==> src/rtl/fp_addsub_unit_if.sv <==
// Issue and CDB signals between the add reservation station,
// the FP add/sub unit and the CDB arbiter.
interface fp_addsub_unit_if #(
  parameter int TAG_W = 4
);
  logic             issue_valid;
  logic             issue_ready;
  logic             issue_op;
  logic [TAG_W-1:0] issue_tag;
  logic [31:0]      issue_a;
  logic [31:0]      issue_b;
  logic             cdb_valid;
  logic [TAG_W-1:0] cdb_tag;
  logic [31:0]      cdb_result;
  logic             cdb_grant;

  modport master (
    output issue_valid, issue_op, issue_tag,
    output issue_a, issue_b, cdb_grant,
    input  issue_ready, cdb_valid, cdb_tag,
    input  cdb_result
  );

  modport slave (
    input  issue_valid, issue_op, issue_tag,
    input  issue_a, issue_b, cdb_grant,
    output issue_ready, cdb_valid, cdb_tag,
    output cdb_result
  );
endinterface

==> src/rtl/fp_addsub_unit.sv <==
// Multi-cycle single-precision add/sub unit for the FP-add path.
// Serial alignment and normalization, truncating, CDB broadcast.
module fp_addsub_unit #(
  parameter int TAG_W = 4
) (
  input  logic            clk,
  input  logic            rst,
  fp_addsub_unit_if.slave io
);

  typedef enum logic [2:0] {
    IDLE, ALIGN, ADD, NORM, BCAST
  } state_t;

  state_t           state_q;
  logic             ready_q;
  logic             valid_q;
  logic [TAG_W-1:0] tag_q;
  logic [TAG_W-1:0] ctag_q;
  logic [31:0]      res_q;
  logic             sa_q;
  logic             sb_q;
  logic [7:0]       exp_q;
  logic [23:0]      ma_q;
  logic [23:0]      mb_q;
  logic [4:0]       cnt_q;

  logic        sb_in;
  logic        swap;
  logic [31:0] opa;
  logic [31:0] opb;
  logic [7:0]  ediff;
  logic [4:0]  cnt_d;
  logic [23:0] ma_d;
  logic [23:0] mb_d;
  logic [24:0] sum;
  logic [23:0] dif;

  always_comb begin
    sb_in = io.issue_b[31] ^ io.issue_op;
    swap  = io.issue_b[30:0] > io.issue_a[30:0];
    opa   = swap ? {sb_in, io.issue_b[30:0]}
                 : io.issue_a;
    opb   = swap ? io.issue_a
                 : {sb_in, io.issue_b[30:0]};
    ediff = opa[30:23] - opb[30:23];
    cnt_d = (ediff > 8'd24) ? 5'd24 : ediff[4:0];
    ma_d  = (opa[30:23] != 8'd0)
          ? {1'b1, opa[22:0]} : 24'd0;
    mb_d  = (opb[30:23] != 8'd0)
          ? {1'b1, opb[22:0]} : 24'd0;
    sum   = {1'b0, ma_q} + {1'b0, mb_q};
    dif   = ma_q - mb_q;
  end

  // Zero mantissa always collapses to +0.
  function automatic logic [31:0] pack(
    input logic        s,
    input logic [7:0]  e,
    input logic [23:0] m
  );
    return (m == 24'd0) ? 32'd0 : {s, e, m[22:0]};
  endfunction

  always_ff @(posedge clk or posedge rst) begin
    if (rst) begin
      state_q <= IDLE;
      ready_q <= 1'b1;
      valid_q <= 1'b0;
      tag_q   <= '0;
      ctag_q  <= '0;
      res_q   <= 32'd0;
      sa_q    <= 1'b0;
      sb_q    <= 1'b0;
      exp_q   <= 8'd0;
      ma_q    <= 24'd0;
      mb_q    <= 24'd0;
      cnt_q   <= 5'd0;
    end else begin
      unique case (state_q)
        IDLE: begin
          if (io.issue_valid) begin
            tag_q   <= io.issue_tag;
            sa_q    <= opa[31];
            sb_q    <= opb[31];
            exp_q   <= opa[30:23];
            ma_q    <= ma_d;
            mb_q    <= mb_d;
            cnt_q   <= cnt_d;
            ready_q <= 1'b0;
            state_q <= ALIGN;
          end
        end
        ALIGN: begin
          if (cnt_q == 5'd0) begin
            state_q <= ADD;
          end else begin
            mb_q  <= mb_q >> 1;
            cnt_q <= cnt_q - 5'd1;
          end
        end
        ADD: begin
          if (sa_q == sb_q) begin
            state_q <= BCAST;
            valid_q <= 1'b1;
            ctag_q  <= tag_q;
            if (!sum[24])
              res_q <= pack(sa_q, exp_q, sum[23:0]);
            else if (exp_q == 8'd254)
              res_q <= {sa_q, 8'hFF, 23'd0};
            else
              res_q <= pack(sa_q, exp_q + 8'd1,
                            sum[24:1]);
          end else if (dif == 24'd0) begin
            state_q <= BCAST;
            valid_q <= 1'b1;
            ctag_q  <= tag_q;
            res_q   <= 32'd0;
          end else begin
            ma_q    <= dif;
            state_q <= NORM;
          end
        end
        NORM: begin
          if (ma_q[23]) begin
            state_q <= BCAST;
            valid_q <= 1'b1;
            ctag_q  <= tag_q;
            res_q   <= pack(sa_q, exp_q, ma_q);
          end else if (exp_q == 8'd1) begin
            state_q <= BCAST;
            valid_q <= 1'b1;
            ctag_q  <= tag_q;
            res_q   <= 32'd0;
          end else begin
            ma_q  <= ma_q << 1;
            exp_q <= exp_q - 8'd1;
          end
        end
        BCAST: begin
          if (io.cdb_grant) begin
            state_q <= IDLE;
            valid_q <= 1'b0;
            ready_q <= 1'b1;
          end
        end
        default: state_q <= IDLE;
      endcase
    end
  end

  assign io.issue_ready = ready_q;
  assign io.cdb_valid   = valid_q;
  assign io.cdb_tag     = ctag_q;
  assign io.cdb_result  = res_q;

endmodule

==> src/flat_wrapper.sv <==
// flat-port wrapper written by rule: the top's interface ports become plain ports
module fp_addsub_unit_flat 
#(
  parameter int TAG_W = 4
)
  (clk, rst, io_issue_valid, io_issue_op, io_issue_tag, io_issue_a, io_issue_b, io_cdb_grant, io_issue_ready, io_cdb_valid, io_cdb_tag, io_cdb_result);
  fp_addsub_unit_if #(.TAG_W(TAG_W)) io_i ();
  input  logic clk;
  input  logic rst;
  input wire logic [$bits(io_i.issue_valid)-1:0] io_issue_valid;
  input wire logic [$bits(io_i.issue_op)-1:0] io_issue_op;
  input wire logic [$bits(io_i.issue_tag)-1:0] io_issue_tag;
  input wire logic [$bits(io_i.issue_a)-1:0] io_issue_a;
  input wire logic [$bits(io_i.issue_b)-1:0] io_issue_b;
  input wire logic [$bits(io_i.cdb_grant)-1:0] io_cdb_grant;
  output wire logic [$bits(io_i.issue_ready)-1:0] io_issue_ready;
  output wire logic [$bits(io_i.cdb_valid)-1:0] io_cdb_valid;
  output wire logic [$bits(io_i.cdb_tag)-1:0] io_cdb_tag;
  output wire logic [$bits(io_i.cdb_result)-1:0] io_cdb_result;
  assign io_i.issue_valid = io_issue_valid;
  assign io_i.issue_op = io_issue_op;
  assign io_i.issue_tag = io_issue_tag;
  assign io_i.issue_a = io_issue_a;
  assign io_i.issue_b = io_issue_b;
  assign io_i.cdb_grant = io_cdb_grant;
  assign io_issue_ready = io_i.issue_ready;
  assign io_cdb_valid = io_i.cdb_valid;
  assign io_cdb_tag = io_i.cdb_tag;
  assign io_cdb_result = io_i.cdb_result;
  fp_addsub_unit #(.TAG_W(TAG_W)) u_core (.clk(clk), .rst(rst), .io(io_i));
endmodule
==> config.mk <==
export PLATFORM = sky130hd
export DESIGN_NAME = fp_addsub_unit_flat
export DESIGN_NICKNAME = d
export VERILOG_FILES = /design/src/rtl/fp_addsub_unit_if.sv /design/src/rtl/fp_addsub_unit.sv /design/src/flat_wrapper.sv
export SDC_FILE = /design/constraint.sdc
export NUM_CORES = 1
export LEC_CHECK = 0
export CAP_MARGIN = 40
export CORE_AREA = 2 2 296 152
export CTS_CLUSTER_SIZE = 24
export DETAILED_ROUTE_END_ITERATION = 10
export DIE_AREA = 0 0 298 154
export HOLD_SLACK_MARGIN = 0.1
export REMOVE_ABC_BUFFERS = 1
export SLEW_MARGIN = 20
export SYNTH_ARGS = -nofsm -noshare
export SYNTH_HDL_FRONTEND = slang
export SYNTH_SLANG_ARGS = --single-unit
==> constraint.sdc <==
create_clock -name clk -period 9.86 [get_ports clk]
set_clock_uncertainty 0.2 [all_clocks]
set_input_delay 1.972 -clock clk [delete_from_list [all_inputs] [get_ports clk]]
set_output_delay 1.972 -clock clk [all_outputs]
set_load 0.05 [all_outputs]
==> results of run 1 <==
-- worst register-to-register path, stage by stage, from the launching register on --
cell      delay [ns]
dfrtp_1         0.49
ha_1            0.57
clkinv_1        0.36
nor4_1          0.67
nand3_1         0.14
a211oi_1        0.70
nor2_1          0.16
xnor2_1         0.20
nor4b_1         0.77
nand4_2         0.37
a41oi_4         0.30
buf_4           0.46
nor2_1          0.13
a21o_1          0.17
-- power groups by stage --
stage,registers [W],clock network [W],logic (W)
final,0.000887,0.000375,0.00337
after global routing,0.000914,0.000402,0.00364
after CTS,0.000875,0.000386,0.00325
after detailed placement,0.000882,0,0.00324
after global placement,0.000874,0,0.00318
after floorplan,0.00102,0,0.00206
-- flip-flops by register name, indices dropped and copies added (netlist names), 3 cells and up --
register / count
u_core.state_q: 3
u_core.mb_q: 24
u_core.tag_q: 4
u_core.ma_q: 24
u_core.io.cdb_result: 32
u_core.io.cdb_tag: 4
u_core.cnt_q: 5
u_core.exp_q: 8
-- stage by stage --
stage | area (µm²) | setup slack [ns] | util, % | cells
floorplan | 10300 | 0.297 | - | 1307
global placement | 12300 | 3.14 | 28.5 | 2018
global route | 12700 | 3.14 | 29.4 | 2043
finish | 12700 | 3.42 | 29.4 | 2043
detailed placement | 12400 | 3.04 | 28.7 | 2024
CTS | 12600 | 3.46 | 29.3 | 2040
-- final cells by class --
class,instances,share of cell area (%)
clock buffers,11,1.83
clock inverters,5,0.355
inverters,93,2.77
multi-input cells,1106,57.5
flip-flops and latches,108,21.3
well taps,588,5.80
repair buffers,132,10.5
-- layer usage --
| metal | GRT usage, % | up-vias | part of all wire (%) | routed length, µm |
|---|---|---|---|---|
| li1 | - | 5206 | - | - |
| met3 | 6.36 | 25 | 11 | 4790 |
| met2 | 22.9 | 510 | 36 | 15300 |
| met1 | 29.5 | 5399 | 52 | 22100 |
| met5 | 0 | - | 0 | 0 |
| met4 | 2.37 | 0 | 0.72 | 305 |
-- worst max path at each step --
stage                     slack [ns]            from                          end  cells after the start
final                           3.42  io_issue_a[27]  u_core.cnt_q[1]$_DFFE_PP0P_                     15
after global routing            3.14  io_issue_a[27]  u_core.cnt_q[1]$_DFFE_PP0P_                     15
after CTS                       3.46  io_issue_a[27]  u_core.cnt_q[1]$_DFFE_PP0P_                     15
after detailed placement        3.04  io_issue_a[27]  u_core.cnt_q[1]$_DFFE_PP0P_                     15
after global placement          3.14  io_issue_a[27]  u_core.cnt_q[2]$_DFFE_PP0P_                     15
after floorplan                 0.30  io_issue_a[26]   u_core.ma_q[9]$_DFFE_PP0P_                     10
-- Yosys cell counts (8+ instances only) --
master	count
o21ai_0	82
nand4_1	14
a221oi_1	17
xor2_1	11
dfrtp_1	107
nand2b_1	9
xnor2_1	25
and2_1	18
mux2i_1	34
a22oi_1	18
o21ai_1	25
o22ai_1	8
nor3_1	30
clkbuf_1	50
a31oi_1	10
ha_1	84
inv_1	92
nand2_1	158
a21o_1	20
a21oi_1	106
o221ai_1	25
and3_1	8
or3_1	19
buf_2	22
nand3_1	67
o21a_1	11
nor2_1	117
nor2b_1	19
a211oi_1	17
nor4_1	12
o211ai_1	15
-- logic make-up (layout without fill, tap and decap cells) --
group,after synthesis,count (layout),synth area share [%]
xor gates and xnor gates,36,36,2.95
and+or+nand+nor,504,504,22.6
buffers and inverters,176,241,6.76
AOI/OAI and AO/OA,440,440,28.3
adders and majority gates,86,86,10.2
DFF,108,108,25.3
muxes,40,40,3.82
==> results.json, run 1 <==
{
  "cts_buffers": 9,
  "rsz0062_at_grt": "false",
  "layout-area-overhead-vs-synth_pct": 18.8,
  "fp.dieH_um": 154,
  "initial_core_util_pct": 24.8,
  "worstHoldPathCells": 2,
  "ys_seq_elements": 108,
  "diodes": 0,
  "worst_path_max_delay_cell": "or4_1",
  "swShare_pct": 57.5,
  "fin_setup_tns_ns": 0,
  "wl_per_cell_um": 20.8,
  "syn_area_um2": 10700,
  "htreeDepth": 3,
  "total_power_w": 0.00463,
  "synth_area_leaders": "dfrtp_1 25%, ha_1 9.8%, nand2_1 5.6%",
  "via_count": 11100,
  "num_rows": 54,
  "maxSlewHeadroom_pct": 39.2,
  "cts_sinks": 108,
  "synth_top_area_share_pct": 25.1,
  "hold_class": "register to register",
  "route.detailed.drc": 0,
  "critical_path_class": "input port to register",
  "combPwrFrac_pct": 72.7,
  "multi_input_comb_area_um2": 7290,
  "grt_pass1_wl_mm": 64.2,
  "dp_hpwl_mm": 34.0,
  "synth_edf_count": 0,
  "chipWidth_um": 298,
  "reg2reg_depth": 13,
  "final_cell_mix": "158 x nand2_1, 116 x nor2_1, 110 x clkdlybuf4s50_1, 107 x dfrtp_1, 106 x a21oi_1",
  "drt_iter0_markers": 1382,
  "clk_latency_ns": 0.40,
  "hold_buffers": 0,
  "ys.flop_type": "dfrtp_1",
  "power.density_nw_per_um2": 365,
  "grt_max_degree": 55,
  "coreArea_um2": 43100,
  "postSynthAreaPerCell_um2": 7.68,
  "grt-ovfl-total": 0,
  "min_to": "u_core.tag_q[1]$_DFFE_PP0P_",
  "p_leak_nw": 5.39,
  "max_freq_mhz": 155,
  "place_congestion": 0.960,
  "status": "complete, no violations",
  "path_buf_inv": 3,
  "required_ns": 9.98,
  "route.antenna.remaining_nets": 0,
  "portBuffers": 110,
  "regArea_um2": 2700,
  "critPathMaxFanout": 54,
  "clkTransAtPathRegs_ns": 0.07,
  "min_from": "u_core.tag_q[1]$_DFFE_PP0P_",
  "cp-start-kind": "input port",
  "critical_path.cell_chain": "clkdlybuf4s50_1 -> inv_1 -> ha_1 -> nand3_1 -> or4_1 -> nor3_2 -> a21oi_1 -> o21ai_4 -> buf_4 -> mux2_2 -> o311ai_1 -> xnor2_1 -> and3_1 -> or3b_1 -> o21ai_1",
  "r2r_start": "u_core.ma_q[16]$_DFFE_PP0P_",
  "hold_viol_final": 0,
  "yosysWarnings": 0,
  "p_int_w": 0.00197,
  "drt-total-wl_mm": 42.5,
  "fillers": 4691,
  "synthArstFlopShare_pct": 100,
  "ys_seq_area_share_pct": 25.3,
  "grt_antenna_before_repair": 1,
  "drive_gt1_share_pct": 5.02,
  "cts_buffer_depth": 2,
  "dieArea_um2": 45900,
  "p_sw_w": 0.00266,
  "p_clk_share_pct": 8.1,
  "whs_ns": 0.275,
  "worstReg2RegEnd": "u_core.ma_q[16]$_DFFE_PP0P_",
  "seqPwrFrac_pct": 19.2,
  "arrival_ns": 6.56,
  "cts_tree": "yes",
  "netlist_instances": 1390,
  "irDropWorstVdd_mv": 0.125,
  "worst_pin_slew_ns": 0.905,
  "synth_largest_area_cell": "dfrtp_1",
  "drv_cap": 0,
  "final_common_cell": "nand2_1",
  "finalSetupViolCount": 0,
  "grt_pass1_vias": 10300,
  "finalCriticalPeriod_ns": 6.44,
  "viasPerCell": 5.45,
  "period_share_pct": 65.3,
  "path_delay_family": "simple AND/OR/NAND/NOR gates",
  "end_kind": "register",
  "rrSetupSlack_ns": 4.07,
  "cts_setup_buffers": 0,
  "cpPeakStageDelay_ns": 0.57,
  "yosysUniqueCellTypes": 91,
  "grtUsageTotal_pct": 18.4,
  "root_buffer": "clkbuf_16",
  "io_pins": 111,
  "cts_resized": 0,
  "drv_slew": 0,
  "fin_nets": 1609,
  "dr.pass1.iters": 6
}
(Power assumes the default switching activity.)
==> run 2: changes to the inputs <==
==> constraint.sdc (replaced) <==
create_clock -name clk -period 5.8 [get_ports clk]
set_clock_uncertainty 0.2 [all_clocks]
set_input_delay 1.16 -clock clk [delete_from_list [all_inputs] [get_ports clk]]
set_output_delay 1.16 -clock clk [all_outputs]
set_load 0.05 [all_outputs]
==> results.json, run 2 (synthesis results as in run 1) <==
{
  "status": "complete, no violations",
  "cts_setup_buffers": 0,
  "clk_latency_ns": 0.39,
  "drt-total-wl_mm": 43.6,
  "cts_buffers": 9,
  "largest_reg_flops": 32,
  "fin_nets": 1622,
  "dr.pass1.iters": 8,
  "cts_tree": "yes",
  "fillers": 4696,
  "cts_sinks": 108,
  "final_cell_mix": "158 x nand2_1, 116 x nor2_1, 110 x clkdlybuf4s50_1, 107 x dfrtp_1, 106 x a21oi_1",
  "finalSetupViolCount": 0,
  "path_delay_family": "compound AO/OA/AOI/OAI gates",
  "power.density_nw_per_um2": 628,
  "hold_buffers": 0,
  "route.antenna.remaining_nets": 0,
  "fp.dieH_um": 154,
  "worst_path_max_delay_cell": "a211oi_1",
  "p_leak_nw": 5.47,
  "cpPeakStageDelay_ns": 0.75,
  "dp_cells": 2039,
  "drt_iter0_markers": 1387,
  "dieArea_um2": 45900,
  "drv_slew": 0,
  "period_share_pct": 92.6,
  "irDropWorstVdd_mv": 0.225,
  "via_count": 11200,
  "critical_path_class": "register to register",
  "fin_ws_ns": 0.430,
  "drv_cap": 0,
  "grt_antenna_before_repair": 1,
  "dp_hpwl_mm": 35.3,
  "required_ns": 5.89,
  "worst_pin_slew_ns": 0.920,
  "num_rows": 54,
  "p_clk_share_pct": 8.8,
  "final_cell_count_no_fill": 2056,
  "chipWidth_um": 298,
  "grt_pass1_vias": 10200,
  "coreArea_um2": 43100,
  "swShare_pct": 57.2,
  "route.detailed.drc": 0,
  "p_int_w": 0.00345,
  "grtUsageTotal_pct": 18.9,
  "seqPwrFrac_pct": 18.7,
  "rsz0062_at_grt": "false",
  "grt-ovfl-total": 0,
  "root_buffer": "clkbuf_16",
  "io_pins": 111,
  "place_congestion": 0.975,
  "clkTransAtPathRegs_ns": 0.09,
  "initial_core_util_pct": 24.8,
  "grt_max_degree": 62,
  "p_sw_w": 0.00461,
  "portBuffers": 110,
  "path_buf_inv": 3,
  "htreeDepth": 3,
  "end_kind": "register",
  "arrival_ns": 5.46,
  "critPathMaxFanout": 46,
  "cp-start-kind": "register",
  "finalCriticalPeriod_ns": 5.37,
  "layout-area-overhead-vs-synth_pct": 20.1,
  "final_core_util_pct": 29.8,
  "maxSlewHeadroom_pct": 38.3,
  "viasPerCell": 5.44,
  "combPwrFrac_pct": 72.5,
  "final_common_cell": "nand2_1",
  "diodes": 0,
  "critical_path.cell_chain": "inv_1 -> ha_1 -> fa_1 -> nor2b_1 -> o21a_1 -> o31ai_2 -> buf_4 -> a211oi_1 -> o21ai_0 -> a221oi_1 -> and4_1 -> nand4_2 -> a41oi_4 -> buf_12 -> nor2_1 -> a21o_1",
  "hold_class": "register to register",
  "grt_pass1_wl_mm": 65.8,
  "drive_gt1_share_pct": 5.93,
  "max_freq_mhz": 186,
  "wl_per_cell_um": 21.2,
  "hold_viol_final": 0,
  "place_ws_ns": 0.289,
  "cts_resized": 0,
  "cts_buffer_depth": 2
}
run 2: power groups by stage:
stage | Clock, W | Combinational [W] | Sequential, W
2_1_floorplan | 0 | 0.00349 | 0.00174
3_3_place_gp | 0 | 0.00558 | 0.00149
3_5_place_dp | 0 | 0.00564 | 0.00151
4_1_cts | 0.000723 | 0.00567 | 0.00149
5_1_grt | 0.000756 | 0.00631 | 0.00156
6_report | 0.000708 | 0.00584 | 0.00151
run 2: cell type report:
class	instances	area (µm²)	area share, %
clock buffer	10	239	1.86
timing repair buffer	145	1440	11.2
tap	588	736	5.74
clock inverter	6	78.8	0.615
sequential	108	2700	21.1
multi-input combinational	1106	7280	56.8
inverter	93	352	2.74
run 2: through the flow:
step           power (W)  instance area (µm²)  hold slack [ns]  setup TNS (ns)
2_1_floorplan    0.00523                10300            0.242         -157.15
3_3_place_gp     0.00707                12400            0.256               0
3_5_place_dp     0.00715                12500            0.267               0
4_1_cts          0.00788                12800            0.289               0
5_1_grt          0.00862                12800            0.307               0
6_report         0.00806                12800            0.284               0
run 2: path summary, 6_finish.rpt:
path	endpoint	slack (ns)	from	depth (start not counted)
worst min register to register	u_core.io.cdb_result[31]$_DFFE_PP0P_	0.28	u_core.io.cdb_result[31]$_DFFE_PP0P_	1
min in group asynchronous	u_core.mb_q[6]$_DFFE_PP0P_	0.84	rst	2
worst max register to register	u_core.ma_q[16]$_DFFE_PP0P_	0.43	u_core.ma_q[0]$_DFFE_PP0P_	16
worst min-delay path	u_core.io.cdb_result[31]$_DFFE_PP0P_	0.28	u_core.io.cdb_result[31]$_DFFE_PP0P_	1
worst max-delay path	u_core.ma_q[16]$_DFFE_PP0P_	0.43	u_core.ma_q[0]$_DFFE_PP0P_	16
max in group asynchronous	u_core.io.issue_ready$_DFFE_PP1P_	3.67	rst	4
run 2: metal layers:
| metal | global-route usage, % | vias to the layer above | part of all wire, % | wire length (µm) |
|---|---|---|---|---|
| li1 | - | 5221 | - | - |
| met4 | 3.11 | 2 | 1.2 | 507 |
| met5 | 1.86 | - | 0.27 | 119 |
| met2 | 22.7 | 548 | 35 | 15400 |
| met3 | 7.18 | 26 | 12 | 5350 |
| met1 | 30.2 | 5383 | 51 | 22200 |
